<file path="src/rtl/tick_event_gen.sv">
// tick_event_gen: turns upstream counter overflows into a ready/valid event stream with a saturating backlog.
// Optional TICK_EVT_MISS_CNT_EN adds a 16-bit dropped-event counter port miss_cnt.
module tick_event_gen #(
   parameter int WIDTH  = 32,
   parameter int PEND_W = 4
) (
   input  logic              clk,
   input  logic              rst,
   input  logic              start,
   input  logic              stop,
   input  logic [WIDTH-1:0]  periods,
   input  logic              cnt_ovf,
   input  logic              evt_ready,
   output logic              evt_valid,
   output logic [WIDTH-1:0]  evt_seq,
   output logic [PEND_W-1:0] pend,
   output logic              busy,
`ifdef TICK_EVT_MISS_CNT_EN
   output logic [15:0]       miss_cnt,
`endif
   output logic              ovf_err
);
   typedef enum logic [1:0] {IDLE, RUN, DRAIN} state_t;
   state_t state_q, state_d;
   logic [WIDTH-1:0] tick_q, tick_d, per_q, per_d, seq_q, seq_d;
   logic [PEND_W-1:0] pend_q, pend_d;
   logic err_q, err_d, arm, acc, gen, sat, drop;
`ifdef TICK_EVT_MISS_CNT_EN
   logic [15:0] miss_q, miss_d;
`endif
   always_comb begin
      arm    = state_q == IDLE && start && !stop;
      acc    = state_q != IDLE && pend_q != '0 && evt_ready;
      gen    = state_q == RUN && !stop && cnt_ovf && tick_q == per_q - WIDTH'(1);
      sat    = &pend_q;
      drop   = gen && sat && !acc;
      // generate+accept together (saturated or not) leaves the backlog unchanged
      pend_d = arm ? '0 : (gen && !acc && !sat) ? pend_q + PEND_W'(1) :
               (acc && !gen) ? pend_q - PEND_W'(1) : pend_q;
      seq_d  = arm ? '0 : acc ? seq_q + WIDTH'(1) : seq_q;
      err_d  = !arm && (err_q || drop);
      per_d  = arm ? (periods == '0 ? WIDTH'(1) : periods) : per_q;
      tick_d = (state_q != RUN || stop || gen) ? '0 : cnt_ovf ? tick_q + WIDTH'(1) : tick_q;
      state_d = arm ? RUN :
                (state_q == RUN && stop) ? (pend_d != '0 ? DRAIN : IDLE) :
                (state_q == DRAIN && pend_d == '0) ? IDLE : state_q;
`ifdef TICK_EVT_MISS_CNT_EN
      miss_d = arm ? '0 : (drop && miss_q != 16'hFFFF) ? miss_q + 16'd1 : miss_q;
`endif
   end
   always_ff @(posedge clk) begin
      if (rst) begin
         state_q <= IDLE;
         tick_q  <= '0;
         per_q   <= WIDTH'(1);
         seq_q   <= '0;
         pend_q  <= '0;
         err_q   <= 1'b0;
`ifdef TICK_EVT_MISS_CNT_EN
         miss_q  <= '0;
`endif
      end else begin
         state_q <= state_d;
         tick_q  <= tick_d;
         per_q   <= per_d;
         seq_q   <= seq_d;
         pend_q  <= pend_d;
         err_q   <= err_d;
`ifdef TICK_EVT_MISS_CNT_EN
         miss_q  <= miss_d;
`endif
      end
   end
   assign evt_valid = pend_q != '0;
   assign evt_seq   = seq_q;
   assign pend      = pend_q;
   assign busy      = state_q != IDLE;
   assign ovf_err   = err_q;
`ifdef TICK_EVT_MISS_CNT_EN
   assign miss_cnt  = miss_q;
`endif
endmodule
</file>
<file path="config.mk">
export PLATFORM = sky130hd
export DESIGN_NAME = tick_event_gen
export DESIGN_NICKNAME = d
export VERILOG_FILES = /design/src/rtl/tick_event_gen.sv
export SDC_FILE = /design/constraint.sdc
export NUM_CORES = 1
export LEC_CHECK = 0
export CORE_ASPECT_RATIO = 1.75
export CORE_MARGIN = 3
export CORE_UTILIZATION = 43
export CTS_CLUSTER_DIAMETER = 150
export DETAILED_ROUTE_END_ITERATION = 10
export HOLD_SLACK_MARGIN = 0.1
export PLACE_DENSITY = 0.63
export SLEW_MARGIN = 20
export SYNTH_ARGS = -nofsm -noshare
export SYNTH_HDL_FRONTEND = slang
export SYNTH_SLANG_ARGS = --single-unit
</file>
<file path="constraint.sdc">
create_clock -name clk -period 3.8 [get_ports clk]
set_input_delay 0.38 -clock clk [delete_from_list [all_inputs] [get_ports clk]]
set_output_delay 0.38 -clock clk [all_outputs]
set_load 0.01 [all_outputs]
</file>
==> Flow_metrics.wiki <==
{| class="wikitable"
! Metric !! Value
|-
| Result of the run || finished, final reports clean
|-
| Number of failing hold endpoints at the final stage || 0
|-
| Synth unique cells || 72
|-
| Worst hold path startpoint || per_q[31]
|-
| Largest fanout on the critical path || 9
|-
| Number of buffers added by the clock tree synthesis step || 9
|-
| Register area || 2060 sq um
|-
| Kind of start point of the critical path || flip-flop
|-
| Start of the worst register-to-register path || per_q[17]
|-
| Maximum number of pins on one net before global-route repair || 37
|-
| Number of buffers between clock root and the deepest sink || 2
|-
| Setup fix buffers added after clock tree synthesis || 0
|-
| Routed Wire Length || 16.2 mm
|-
| Wire length of the first global-routing pass || 26.4 mm
|-
| Area of combinational cells with multiple inputs || roughly 3600 sq um
|-
| Cell count after placement || 950
|-
| Overall track demand over capacity in global routing || 0.218
|-
| Top area cells in the synthesized netlist || sky130_fd_sc_hd__dfxtp_1 (35%), sky130_fd_sc_hd__xor2_1 (7.7%), sky130_fd_sc_hd__xnor2_1 (7.2%), sky130_fd_sc_hd__nor2_1 (6.7%), sky130_fd_sc_hd__nand2_1 (6.3%)
|-
| Area share of the largest cell type after synthesis || 0.351
|-
| Highest clock rate || 295 MHz
|-
| PortBufs || 76
|-
| Cts hold-fix bufs || 0
|-
| Number of max-slew violations in the final report || 0
|-
| Synth Warn # || 0
|-
| Total of cells resized after clock tree synthesis || 0
|-
| Total iterations of the first detailed-routing run || 6
|-
| Setup repair after global routing missed its margin || false
|-
| Filler Cells Inserted || 1270
|-
| Utilization after layout || 0.532
|-
| Clk Tree Root Cell || sky130_fd_sc_hd__clkbuf_16
|-
| Worst-skew pair later-pin latency || 0.36 ns
|-
| Post-synth net total || approximately 780
|-
| Fin cells || 966
|-
| Critical path origin || per_q[17]
|-
| Total met3 wirelength after detailed routing || 765 um
|-
| Post-place instance area || 6710 sq um
|-
| Fin nets || 834
|-
| Minimum period implied by the final worst setup slack || 3.39 ns
|-
| Setup CP Type || reg -> reg
|-
| EDFF count, synth || 0
|-
| Capturing element type of the critical path || flip-flop
|-
| WL met2 || approximately 8.7 mm
|-
| Register bit total from synthesis || between 100 and 150
|-
| Synthesized netlist cell count || 735
|-
| Leakage power total || 0.00239 uW
|-
| Number of antenna violations at the first check in global routing || 0
|-
| Area of the die || 15200 sq um
|-
| Horizontal extent of the die || 94.4 um
|-
| DRC violations left || 0
|-
| Layout cells sized above 1 || 0.0692
|-
| Clock-pin slew on the worst setup and hold paths || 0.07 ns
|-
| Clock tree from TritonCTS || built
|-
| Pwr per Cell Area || 334 nW/um^2
|-
| Wire length on met1 || 6.41 mm
|-
| HPWL after detailed placement || between 10 and 15 mm
|-
| Leftover overflow at the end of global routing || 0
|-
| Type of the worst min-delay path || reg -> reg
|-
| Weighted congestion at the end of routability-driven global placement || 1.01
|-
| Share of the clock period used by the worst path || 0.891
|-
| DR WL/cell || 16.8 um
|-
| First DRT Iteration DRCs || 334
|-
| Cell row count || 55
|-
| Via density || approximately 5.6
|-
| Cell accounting for the most synthesized area || sky130_fd_sc_hd__dfxtp_1
|-
| Initial Util || 0.447
|-
| Cell area after synthesis || between 5000 and 6000 sq um
|-
| Via count of the routed design || 5396
|-
| Most frequent cells in the layout || sky130_fd_sc_hd__nor2_1 (105), sky130_fd_sc_hd__dfxtp_1 (103), sky130_fd_sc_hd__nand2_1 (99)
|-
| Slew @ Worst Pin || 0.807 ns
|-
| Area of all placed cells without fillers || 6990 sq um
|-
| Clock sink total || 103
|-
| Post-DRT Antenna Nets || 0
|-
| # Max-Cap Violations || 0
|-
| Top routing layer used || met4
|-
| Vert. Die Dim || 161 um
|-
| Worst clock skew || 0.0123 ns
|-
| Sequential cell area fraction in the yosys report || 0.351
|-
| CP Data Arrival Time || 3.62 ns
|-
| Most common cell after layout, fill and taps aside || sky130_fd_sc_hd__nor2_1
|-
| Area Growth Syn to Fin || 18.9%
|-
| Proportion of synthesized flip-flops having asynchronous set or reset || 0
|-
| Via count of the first global-routing pass || 5392
|-
| Inserted Diodes || 0
|-
| Worst VDD drop || around 0.19 mV
|-
| Final setup violation count || 0
|-
| Overall power || ~2300 uW
|-
| Total number of H-tree levels || 3
|-
| Mean area per synthesized cell || 8.00 sq um
|-
| Standard cell core area || 13100 sq um
|-
| Final-layout setup total negative slack || 0 ns
|-
| I/O pin cnt || 77
|-
| Primary flip-flop cell chosen by synthesis mapping || sky130_fd_sc_hd__dfxtp_1
|-
| Worst relative slew slack || 0.462
|-
| Critical Path RT || just over 4 ns
|}
[logic make-up (layout without fill, tap and decap cells)]
group,after synthesis,after routing,synth area share
AO/OA/AOI/OAI,100,100,0.118
XOR/XNOR,101,101,0.152
adder cells (fa/ha/maj),6,6,0.0128
buffers and inverters,50,110,0.0426
flip-flops,103,103,0.351
multiplexers,2,2,0.00341
AND/OR/NAND/NOR,373,373,0.321
[cells in the mapped netlist, types with 15 or more instances]
master and instances:
sky130_fd_sc_hd__nor3_1 19, sky130_fd_sc_hd__xor2_1 52, sky130_fd_sc_hd__and3_1 21, sky130_fd_sc_hd__nor2_1 105, sky130_fd_sc_hd__xnor2_1 48, sky130_fd_sc_hd__a21oi_1 47, sky130_fd_sc_hd__nand2_1 99, sky130_fd_sc_hd__dfxtp_1 103
sky130_fd_sc_hd__nand3_1 33, sky130_fd_sc_hd__nor4_1 20, sky130_fd_sc_hd__clkbuf_1 28, sky130_fd_sc_hd__nand4_1 15
[routing by layer]
metal	vias up	track usage
met2	146	0.404
met5	-	0
met4	0	0.0815
li1	2659	-
met1	2568	0.239
met3	23	0.0403
[flip-flops by register name, indices dropped and copies added, names as in the netlist]
register	flops
evt_seq	32
ovf_err	1
pend	4
per_q	32
state_q	2
tick_q	32
[worst max-delay path: stages, from the launching register on]
cell and delay [ns]:
sky130_fd_sc_hd__dfxtp_1 0.37, sky130_fd_sc_hd__or4_1 0.76, sky130_fd_sc_hd__nor2_1 0.36, sky130_fd_sc_hd__nand3_1 0.15
sky130_fd_sc_hd__o311ai_1 0.44, sky130_fd_sc_hd__nor2_1 0.20, sky130_fd_sc_hd__nor3_1 0.39, sky130_fd_sc_hd__nand3b_4 0.11
sky130_fd_sc_hd__and4_1 0.23, sky130_fd_sc_hd__nor3_1 0.14, sky130_fd_sc_hd__a31oi_1 0.10
[power by group]
group | total [uW] | internal [uW] | leakage, uW | switching [uW]
combinational | 319 | 141 | 0.00143 | 178
clock | 890 | 454 | 0.000131 | 436
sequential | 1130 | 1100 | 0.000833 | 30.7
[worst paths after layout]
path,end,slack [ns],cells after the start
worst max-delay path,state_q[1],0.41,10
worst min-delay path,per_q[31],0.48,2
worst max register to register,state_q[1],0.41,10
worst min register to register,per_q[31],0.48,2
[final cells by class]
cell class / count / share of cell area
Multi-Input combinational cell: 582 / 0.511
Sequential cell: 103 / 0.295
Timing Repair Buffer: 84 / 0.117
Clock buffer: 10 / 0.0328
Tap cell: 171 / 0.0306
Clock inverter: 6 / 0.00752
Inverter: 10 / 0.00537
[metrics by stage]
stage | worst slack, ns | hold slack (ns)
2_1_floorplan | 0.739 | 0.448
5_1_grt | 0.0981 | 0.510
3_5_place_dp | 0.466 | 0.470
4_1_cts | 0.451 | 0.479
3_3_place_gp | 0.512 | 0.462
6_report | 0.413 | 0.477
(Power assumes the default switching activity.)
